$ cat config.mk
export PLATFORM = sky130hd
export DESIGN_NAME = param_lifo
export DESIGN_NICKNAME = d
export VERILOG_FILES = /design/src/rtl/lifo_pkg.sv /design/src/rtl/lifo_mem.sv /design/src/rtl/param_lifo.sv
export SDC_FILE = /design/constraint.sdc
export NUM_CORES = 1
export LEC_CHECK = 0
export BUFFER_PORTS_ARGS = -buffer_cell sky130_fd_sc_hd__buf_2
export CAP_MARGIN = 20
export CORE_ASPECT_RATIO = 0.75
export CORE_MARGIN = 4
export CORE_UTILIZATION = 40
export CTS_CLUSTER_SIZE = 28
export DETAILED_ROUTE_END_ITERATION = 10
export PLACE_DENSITY = 0.6
export SYNTH_ARGS = -nofsm -noshare
export SYNTH_HDL_FRONTEND = slang
export SYNTH_SLANG_ARGS = --single-unit
export TNS_END_PERCENT = 5
$ cat constraint.sdc
create_clock -name clk -period 2.95 [get_ports clk]
set_input_delay 0.295 -clock clk [delete_from_list [all_inputs] [get_ports clk]]
set_output_delay 0.295 -clock clk [all_outputs]
set_load 0.02 [all_outputs]
$ cat src/rtl/lifo_pkg.sv
// Shared types and sizing helpers for the parametrised LIFO.
package lifo_pkg;

    typedef enum logic [1:0] {
        OP_IDLE,
        OP_PUSH,
        OP_POP,
        OP_REPLACE
    } lifo_op_e;

    localparam int DEF_WIDTH = 8;
    localparam int DEF_DEPTH = 16;

    // Bits needed to hold an occupancy of 0..depth inclusive.
    function automatic int cnt_w(input int depth);
        return $clog2(depth + 1);
    endfunction

endpackage

$ cat src/rtl/lifo_mem.sv
// WIDTH x DEPTH register array: one synchronous write port, one asynchronous read port.
module lifo_mem
    import lifo_pkg::*;
#(
    parameter  int WIDTH = DEF_WIDTH,
    parameter  int DEPTH = DEF_DEPTH,
    localparam int AW    = $clog2(DEPTH)
) (
    input  logic             clk,
    input  logic             we,
    input  logic [AW-1:0]    waddr,
    input  logic [WIDTH-1:0] wdata,
    input  logic [AW-1:0]    raddr,
    output logic [WIDTH-1:0] rdata
);

    logic [WIDTH-1:0] mem [DEPTH];

    // NOTE: storage is deliberately not reset; the count decides which entries are live.
    always_ff @(posedge clk) begin
        if (we) begin
            mem[waddr] <= wdata;
        end
    end

    assign rdata = mem[raddr];

endmodule

$ cat src/rtl/param_lifo.sv
// Parametrised LIFO with replace-top, occupancy count, read-valid strobe and error pulses.
// Define LIFO_ALMOST_EN to add the registered almost_full/almost_empty flags.
module param_lifo
    import lifo_pkg::*;
#(
    parameter  int WIDTH    = DEF_WIDTH,
    parameter  int DEPTH    = DEF_DEPTH,
`ifdef LIFO_ALMOST_EN
    parameter  int AF_LEVEL = DEPTH - 2,
    parameter  int AE_LEVEL = 2,
`endif
    localparam int CW       = cnt_w(DEPTH)
) (
    input  logic             clk,
    input  logic             rst,
    input  logic             wr_en,
    input  logic [WIDTH-1:0] din,
    input  logic             rd_en,
    output logic [WIDTH-1:0] dout,
    output logic             dout_valid,
    output logic [CW-1:0]    count,
    output logic             full,
    output logic             empty,
    output logic             overflow,
    output logic             underflow
`ifdef LIFO_ALMOST_EN
    ,
    output logic             almost_full,
    output logic             almost_empty
`endif
);

    localparam int AW = $clog2(DEPTH);

    lifo_op_e         op;
    logic [CW-1:0]    count_q, count_d;
    logic [WIDTH-1:0] dout_q, dout_d;
    logic             dout_valid_q, dout_valid_d;
    logic             overflow_q, overflow_d;
    logic             underflow_q, underflow_d;
    logic             is_full, is_empty;
    logic [AW-1:0]    top_idx, mem_waddr, mem_raddr;
    logic             mem_we;
    logic [WIDTH-1:0] mem_rdata;

    assign is_full   = (count_q == CW'(DEPTH));
    assign is_empty  = (count_q == '0);
    assign top_idx   = AW'(count_q - CW'(1));
    // Never present count-1 as an address while empty: it would alias for non-power-of-two DEPTH.
    assign mem_raddr = is_empty ? '0 : top_idx;

    always_comb begin
        op = OP_IDLE;
        if (wr_en && rd_en && !is_empty) begin
            op = OP_REPLACE;
        end else if (wr_en && !is_full) begin
            op = OP_PUSH;
        end else if (rd_en && !is_empty) begin
            op = OP_POP;
        end
    end

    // NOTE: every signal gets a default before the case so no path leaves it unassigned (no latches).
    always_comb begin
        count_d      = count_q;
        dout_d       = dout_q;
        dout_valid_d = 1'b0;
        mem_we       = 1'b0;
        mem_waddr    = AW'(count_q);
        overflow_d   = wr_en && !rd_en && is_full;
        underflow_d  = rd_en && is_empty;
        case (op)
            OP_PUSH: begin
                mem_we  = 1'b1;
                count_d = count_q + CW'(1);
            end
            OP_POP: begin
                dout_d       = mem_rdata;
                dout_valid_d = 1'b1;
                count_d      = count_q - CW'(1);
            end
            OP_REPLACE: begin
                dout_d       = mem_rdata;
                dout_valid_d = 1'b1;
                mem_we       = 1'b1;
                mem_waddr    = top_idx;
            end
            default: ;
        endcase
    end

    // NOTE: state registers use non-blocking assignments so all flops update from pre-edge values.
    always_ff @(posedge clk or posedge rst) begin
        if (rst) begin
            count_q      <= '0;
            dout_q       <= '0;
            dout_valid_q <= 1'b0;
            overflow_q   <= 1'b0;
            underflow_q  <= 1'b0;
        end else begin
            count_q      <= count_d;
            dout_q       <= dout_d;
            dout_valid_q <= dout_valid_d;
            overflow_q   <= overflow_d;
            underflow_q  <= underflow_d;
        end
    end

    lifo_mem #(
        .WIDTH (WIDTH),
        .DEPTH (DEPTH)
    ) u_mem (
        .clk   (clk),
        .we    (mem_we),
        .waddr (mem_waddr),
        .wdata (din),
        .raddr (mem_raddr),
        .rdata (mem_rdata)
    );

    assign dout       = dout_q;
    assign dout_valid = dout_valid_q;
    assign count      = count_q;
    assign full       = is_full;
    assign empty      = is_empty;
    assign overflow   = overflow_q;
    assign underflow  = underflow_q;

`ifdef LIFO_ALMOST_EN
    logic almost_full_q, almost_full_d;
    logic almost_empty_q, almost_empty_d;

    assign almost_full_d  = (int'(count_d) >= AF_LEVEL);
    assign almost_empty_d = (int'(count_d) <= AE_LEVEL);

    always_ff @(posedge clk or posedge rst) begin
        if (rst) begin
            almost_full_q  <= 1'b0;
            almost_empty_q <= 1'b1;
        end else begin
            almost_full_q  <= almost_full_d;
            almost_empty_q <= almost_empty_d;
        end
    end

    assign almost_full  = almost_full_q;
    assign almost_empty = almost_empty_q;
`endif

endmodule

==> metrics.md, run 1 <==
| Metric | Value |
|---|---|
| Cell count after synthesis | 450 |
| Crit Path Class | reg2reg |
| CP bufs+invs | 4 |
| Num rows | 38 |
| WHS | 0.00626 ns |
| Die Wd | 150 um |
| PD cells | 1140 nW/um^2 |
| Die Area | 17,200 um^2 |
| Final hold viol count | 0 |
| RR Endpoint | dout[4] |
| Initial antenna violation count | 0 |
| CP Max Fanout | 28 |
| Final worst path period share | 94.8% |
| Cell Area, Placed | 6460 um^2 |
| Post-synth top cells | edfxtp_1 (128), nand2_1 (68), nand3_1 (29) |
| DRT iter0 DRCs | 291 |
| Vias in the first global route | 3,911 |
| Max_cap viols | 0 |
| DR pass1 iterations | 6 |
| Final Cell Area | 7160 um^2 |
| Cell taking the most area after synthesis | edfxtp_1 |
| Wirelength per Cell | 21.2 um |
| Antenna cell count | 0 |
| Slew headroom | 48.3% |
| Reg-to-Reg Start | count[1] |
| Nets@finish | 504 |
| Static Leak | 2.50 nW |
| Setup Skew | 0.00489 ns |
| Critical path, cell by cell | inv_1, ha_2, nor4b_4, buf_4, nor2b_1, ha_1, buf_4, nor2_4, nor3_4, buf_4, nand4_1, nand2_1 |
| Final RePlAce weighted congestion | 0.801 |
| Drt via density | 5.54 |
| Clock Latency Late Sink | 0.42 ns |
| Syn_nets | 465 |
| P_int | 0.00511 W |
| Cell Area, Synth | 6040 um^2 |
| Post-synth ARST share | 11.1% |
| Port bufs | 29 |
| Crit path DAT | 3.10 ns |
| R2r setup slk | 0.15 ns |
| Switching power | 0.00302 W |
| Crit path largest cell delay | 0.38 ns |
| Hold crit path type | in2async |
| Yosys warns | 0 |
| Seq/Total Area, Yosys | 70.2% |
| Post-layout util | 48.9% |
| TritonCTS Sinks | 144 |
| RSZ-0062 raised after global routing | true |
| Clock Power Share | 29.4% |
| Maximum VDD drop | 0.593 mV |
| CTS tree | done |
| CP dominant cell by count | buf_4 |
| Die height | 114 um |
| Worst setup endpoint | dout[4] |
| DP HPWL | 9.71 mm |
| Hold bufs inserted after CTS | 0 |
| ANT nets after route | 0 |
| Grt total ovfl | 0 |
| Critical path's top delay family | simple AND/OR/NAND/NOR gates |
| Initial Util | 41.3% |
| Core area | 14,600 um^2 |
| Clk buf depth | 2 |
| CP endpoint kind | flip-flop |
| Routed WL | 14.9 mm |
| Maximum level of the CTS H-tree | 4 |
| Slowest-stage cell, CP | dfrtp_1 |
| DR vias | 3,892 |
| Sequential power share | 32.6% |
| First-pass GRT wire length | 22.9 mm |
| Synth top area share | 63.6% |
| Crit path from | count[1] |
| Number of fill cells | 1,291 |
| Top_reg_cell synth | edfxtp_1 |
| Pin count of the biggest net entering global routing | 45 |
| Mapped Avg Cell Area | 13.4 um^2 |
| Setup violations, final | 0 |
| Reg2Reg Depth | 12 |
| Critical Path Start Type | flip-flop |
| Synthesized flop and latch total | 144 |
| Critical path depth | 12 |
| Total Routing Usage GR | 18.5% |
| Worst-Margin Slew | 0.775 ns |
| Logic gate share of total power | 37.9% |
| Status | finished, final reports clean |
| Final min period | 2.80 ns |
| Switching portion of total power | 37.1% |
| Top-count cell post-synth | edfxtp_1 |
| I/O pin cnt | 30 |
| Tot Pwr | 0.00813 W |
| Share of cells above drive strength 1 | 21.5% |
| Clock-pin slew on the worst setup and hold paths | 0.06 ns |
| Fmax achieved | 0.357 GHz |
| Area growth syn-to-layout | 18.5% |
| Final Non-Filler Cells | 702 |
| Max-slew violation count | 0 |
| Area contributors post-synth | edfxtp_1 (64%), dfrtp_1 (6.6%), nand2_1 (4.2%) |
| Root buffer cell | clkbuf_16 |
| Num CTS Buffers | 17 |
| Placed cells | 667 |
| Netlist cell types | 43 |
| Residual DRC count | 0 |
| Req. time, crit path | 3.26 ns |
| EDFF count, synth | 128 |
-- how the worst min path moves through the flow --
stage            start   endpoint  slack, ns  depth (start not counted)
6_report           rst   count[1]      0.006                          2
2_1_floorplan      rst   count[1]       0.21                          1
3_3_place_gp   dout[7]    dout[7]       0.46                          2
4_1_cts            rst  underflow       0.02                          2
5_1_grt            rst   count[1]       0.05                          2
3_5_place_dp       rst  underflow       0.47                          2
-- per-stage QoR --
stage / setup slack [ns] / TNS (ns)
2_1_floorplan: 0.0356 / 0
3_3_place_gp: 0.179 / 0
3_5_place_dp: 0.156 / 0
4_1_cts: 0.116 / 0
5_1_grt: -0.0178 / -0.0299
6_report: 0.152 / 0
-- per-layer routing --
metal  vias to the layer above  routed length, um  GRT usage [%]
li1                       1794                  -              -
met1                      1960               6670           25.2
met2                       115               6980           28.7
met3                        23                973           6.02
met4                         0                239           5.18
met5                         -                  0              0
-- sequential cells by signal (all words and copies together), names as in the netlist --
name and flops:
u_mem.mem 128, dout 8, count 5, dout_valid 1, overflow 1, underflow 1
-- area by class of cell --
cell class	instances	area, um^2	area share (%)
multi-input cells	273	1680	23.5
repair buffers	47	297	4.14
well taps	200	250	3.49
clock inverters	15	240	3.35
inverters	6	22.5	0.315
flip-flops and latches	144	4250	59.3
clock buffers	17	425	5.94
-- repair_timing --
action / in CTS / in global routing
buffers inserted: 0 / 2
resized for setup: 0 / 2
endpoints found under the setup margin: 0 / 37
-- cells by family (layout without fill, tap and decap cells) --
logic type | after synthesis | count (layout) | share of synthesized area [%]
adder cells (fa/ha/maj) | 3 | 3 | 0.621
buffers and inverters | 33 | 85 | 2.82
AO/OA/AOI/OAI | 74 | 74 | 8.86
multiplexers | 5 | 5 | 1.03
flip-flops | 144 | 144 | 70.2
AND/OR/NAND/NOR | 185 | 185 | 15.5
XOR/XNOR | 6 | 6 | 0.994
-- power groups by stage --
stage	registers, W	logic, W	clock network (W)
floorplan	0.00279	0.00198	0
global placement	0.00269	0.00300	0
detailed placement	0.00269	0.00303	0
CTS	0.00265	0.00304	0.00243
global route	0.00268	0.00338	0.00253
finish	0.00265	0.00308	0.00239
-- layout by cell type (no fill, tap or decap), types with 4 or more instances in the layout --
cell and instances:
inv_1 6, or3_1 20, mux2i_1 4, nor2_2 14, nor2_1 11, nand3_1 29, edfxtp_1 128, dfrtp_1 15
nand4_1 6, nand2b_1 14, nor3_1 4, clkbuf_16 17, o21ai_0 9, a31oi_1 23, bufinv_16 6, a32oi_1 10
o211ai_1 12, o221ai_1 12, buf_4 16, nand2_1 68, buf_2 29
Power figures use the tool's default switching activity.
==> run 2: changes to the inputs <==
Settings changed: ABC_AREA set to 1.
==> metrics.md, run 2 <==
| Metric | Value |
|---|---|
| Mapped Avg Cell Area | 10.8 um^2 (-20%) |
| Core area | 16,000 um^2 (+9.4%) |
| Area growth syn-to-layout | 15.3% |
| Yosys warns | 0 (unchanged) |
| Residual DRC count | 0 (unchanged) |
| Max_cap viols | 0 (unchanged) |
| Cell count after synthesis | 604 (+34%) |
| Number of fill cells | 1,499 (+16%) |
| Switching portion of total power | 41.4% (+4.3 points) |
| DP Worst Slack | 0.306 ns (+0.150 ns) |
| Crit path DAT | 3.05 ns (-0.05 ns) |
| RSZ-0062 raised after global routing | false |
| Clk buf depth | 2 (unchanged) |
| Max-slew violation count | 0 (unchanged) |
| EDFF count, synth | 128 (unchanged) |
| Initial Util | 40.7% (-0.56 points) |
| CP dominant cell by count | nand2_1 |
| Drt via density | 5.18 (-6.6%) |
| CP endpoint kind | flip-flop |
| Cell Area, Synth | 6520 um^2 (+7.9%) |
| Area contributors post-synth | edfxtp_1 (59%), nand3_1 (9.5%), dfrtp_1 (6.1%) |
| Status | finished, final reports clean |
| Hold bufs inserted after CTS | 1 (+1) |
| PD cells | 1110 nW/um^2 (-2.2%) |
| Seq/Total Area, Yosys | 65.1% (-5.1 points) |
| Num CTS Buffers | 17 (unchanged) |
| Grt total ovfl | 0 (unchanged) |
| Req. time, crit path | 3.31 ns (+0.05 ns) |
| Die Wd | 155 um (+3.7%) |
| I/O pin cnt | 30 (unchanged) |
| Maximum level of the CTS H-tree | 4 (unchanged) |
| Static Leak | 3.13 nW (+25%) |
| Post-CTS Setup Repair Bufs | 0 (unchanged) |
| Logic gate share of total power | 42.3% (+4.4 points) |
| Num rows | 40 (+5.3%) |
| Combinational family with the most area after synthesis | simple AND/OR/NAND/NOR gates |
| Reg-to-Reg Start | count[1] |
| Netlist cell types | 31 (-28%) |
| DR pass1 iterations | 5 (-1) |
| Sequential power share | 31.3% (-1.3 points) |
| First-pass GRT wire length | 25.2 mm (+10%) |
| Fin worst setup slack | 0.264 ns (+0.112 ns) |
| Tot Pwr | 0.00835 W (+2.7%) |
| CP Max Fanout | 36 (+29%) |
| Die height | 119 um (+3.6%) |
| Setup violations, final | 0 (unchanged) |
| Critical path, cell by cell | inv_1, ha_1, nand3_4, buf_4, nand2_2, nand2_1, nand3_1, nand3_1, nand3_1, nand2_1, nand2_1, nand2_1 |
| Synth top area share | 58.9% (-4.6 points) |
| Port bufs | 29 (unchanged) |
| DP HPWL | 10.4 mm (+7.3%) |
| Post-layout util | 47.0% (-1.9 points) |
| Clock-pin slew on the worst setup and hold paths | 0.06 ns (about the same) |
| Crit path from | count[1] |
| Clock Power Share | 26.4% (-3.0 points) |
| Critical Path Start Type | flip-flop |
| WHS | 0.0739 ns (+0.0676 ns) |
| Setup TNS Final | 0 ns (unchanged) |
| P_int | 0.00490 W (-4.2%) |
| Wirelength per Cell | 18.5 um (-13%) |
| XOR/XNOR Fraction of Synth Area | 0.806% (-0.19 points) |
| Post-synth ARST share | 11.1% (unchanged) |
| Post-synth top cells | edfxtp_1 (128), nand3_1 (124), nand2_1 (94) |
| Syn_nets | 619 (+33%) |
| Die Area | 18,400 um^2 (+7.4%) |
| Clock Latency Late Sink | 0.42 ns (about the same) |
| CP bufs+invs | 2 (-2) |
| TritonCTS Sinks | 144 (unchanged) |
| Top_reg_cell synth | edfxtp_1 |
| Sequential Area | 4240 um^2 (about the same) |
| Top-count cell post-synth | edfxtp_1 |
| DR vias | 4,491 (+15%) |
| Slew headroom | 48.9% (+0.66 points) |
| Hold crit path type | in2reg |
| Nets@finish | 659 (+31%) |
| Worst-Margin Slew | 0.766 ns (-0.00900 ns) |
| Vias in the first global route | 4,384 (+12%) |
| Cell taking the most area after synthesis | edfxtp_1 |
| Setup Skew | 0.0110 ns (+0.00614 ns) |
| Antenna cell count | 0 (unchanged) |
| Hold Crit Start | rd_en |
| Final min period | 2.69 ns (-0.112 ns) |
| Post-synthesis adder-cell area fraction | 0.576% (-0.045 points) |
| Most flops, register | u_mem.mem |
| Pin count of the biggest net entering global routing | 75 (+67%) |
| Crit path largest cell delay | 0.52 ns (+0.14 ns) |
| Final RePlAce weighted congestion | 0.832 (+3.9%) |
| Initial antenna violation count | 1 (+1) |
| Mux share of post-synthesis cell area | 0% (-1.0 points) |
| Share of cells above drive strength 1 | 17.7% (-3.9 points) |
| Crit Path Class | reg2reg |
| Fmax achieved | 0.372 GHz (+4.2%) |
| Footprint of the multi-input gates | 1730 um^2 (+2.9%) |
| Most frequent cells in the layout | edfxtp_1 (128), nand3_1 (124), nand2_1 (94) |
| Root buffer cell | clkbuf_16 |
| DRT iter0 DRCs | 499 (+71%) |
| CTS tree | done |
| Switching power | 0.00345 W (+15%) |
| Final hold viol count | 0 (unchanged) |
| Commonest non-fill, non-tap cell in the layout | edfxtp_1 |
| ANT nets after route | 0 (unchanged) |
| Final worst path period share | 91.0% (-3.8 points) |
| Total Routing Usage GR | 18.1% (-0.38 points) |
| Synth Area in Compound Gates | 3.17% (-5.7 points) |
| Simple-Gate Fraction of Synth Area | 21.9% (+6.5 points) |
| Synthesized flop and latch total | 144 (unchanged) |
| Maximum VDD drop | 0.509 mV (-14%) |
| Max reg flops | 128 (unchanged) |
| Critical path's top delay family | simple AND/OR/NAND/NOR gates |
| Slowest-stage cell, CP | nand2_2 |
| Post_cts resized | 0 (unchanged) |
| Routed WL | 16.1 mm (+8.0%) |
[run 2: cell count changes after synthesis, sizes merged, moves of 8 or more]
cell | previous run | this run
nand3 | 29 | 126
inv | 6 | 95
nor2 | 27 | 40
or3 | 21 | 0
nand2b | 15 | 0
nand2 | 68 | 98
o211ai | 12 | 0
nand3b | 0 | 16
or2 | 3 | 16
buf | 16 | 24
o221ai | 12 | 0
a31oi | 24 | 0
o2111ai | 0 | 16
a32oi | 10 | 0
[run 2: logic make-up (layout without fill, tap and decap cells)]
group	after synthesis	after routing
fa+ha+maj	3	3
buf+inv	126	179
xor+xnor	6	6
flops	144	144
compound gates	27	27
simple gates	298	298
[run 2: power by group through the flow]
stage,clock network (W),registers (W),logic [W]
finish,0.00221,0.00262,0.00353
global route,0.00232,0.00264,0.00390
CTS,0.00223,0.00262,0.00349
detailed placement,0,0.00265,0.00346
global placement,0,0.00265,0.00342
floorplan,0,0.00275,0.00230
[run 2: per-layer routing]
metal | part of all wire (%) | global-route usage (%)
met1 | 46 | 27.5
met2 | 43 | 25.2
met3 | 9.5 | 5.42
met4 | 1.5 | 4.65
met5 | 0 | 0
[run 2: cell type report]
cell class / instances / share of cell area, %
tap: 210 / 3.49
sequential: 144 / 56.4
clock buffer: 17 / 5.66
inverter: 96 / 4.83
clock inverter: 15 / 2.43
timing repair buffer: 51 / 4.16
multi-input combinational: 334 / 23.0
[run 2: worst paths after layout]
check / depth (start not counted) / slack (ns) / end
min in group asynchronous: 3 / 0.49 / dout[7]
min reg2reg: 2 / 0.48 / dout[4]
max reg2reg: 12 / 0.26 / dout[6]
min: 2 / 0.07 / overflow
max: 12 / 0.26 / dout[6]
max in group asynchronous: 3 / 2.05 / count[1]
[run 2: stage by stage]
| stage | instance area (um^2) | std cells |
|---|---|---|
| after floorplan | 6520 | 604 |
| after global placement | 6900 | 834 |
| after detailed placement | 6900 | 834 |
| after CTS | 7520 | 867 |
| after global routing | 7520 | 867 |
| final | 7520 | 867 |
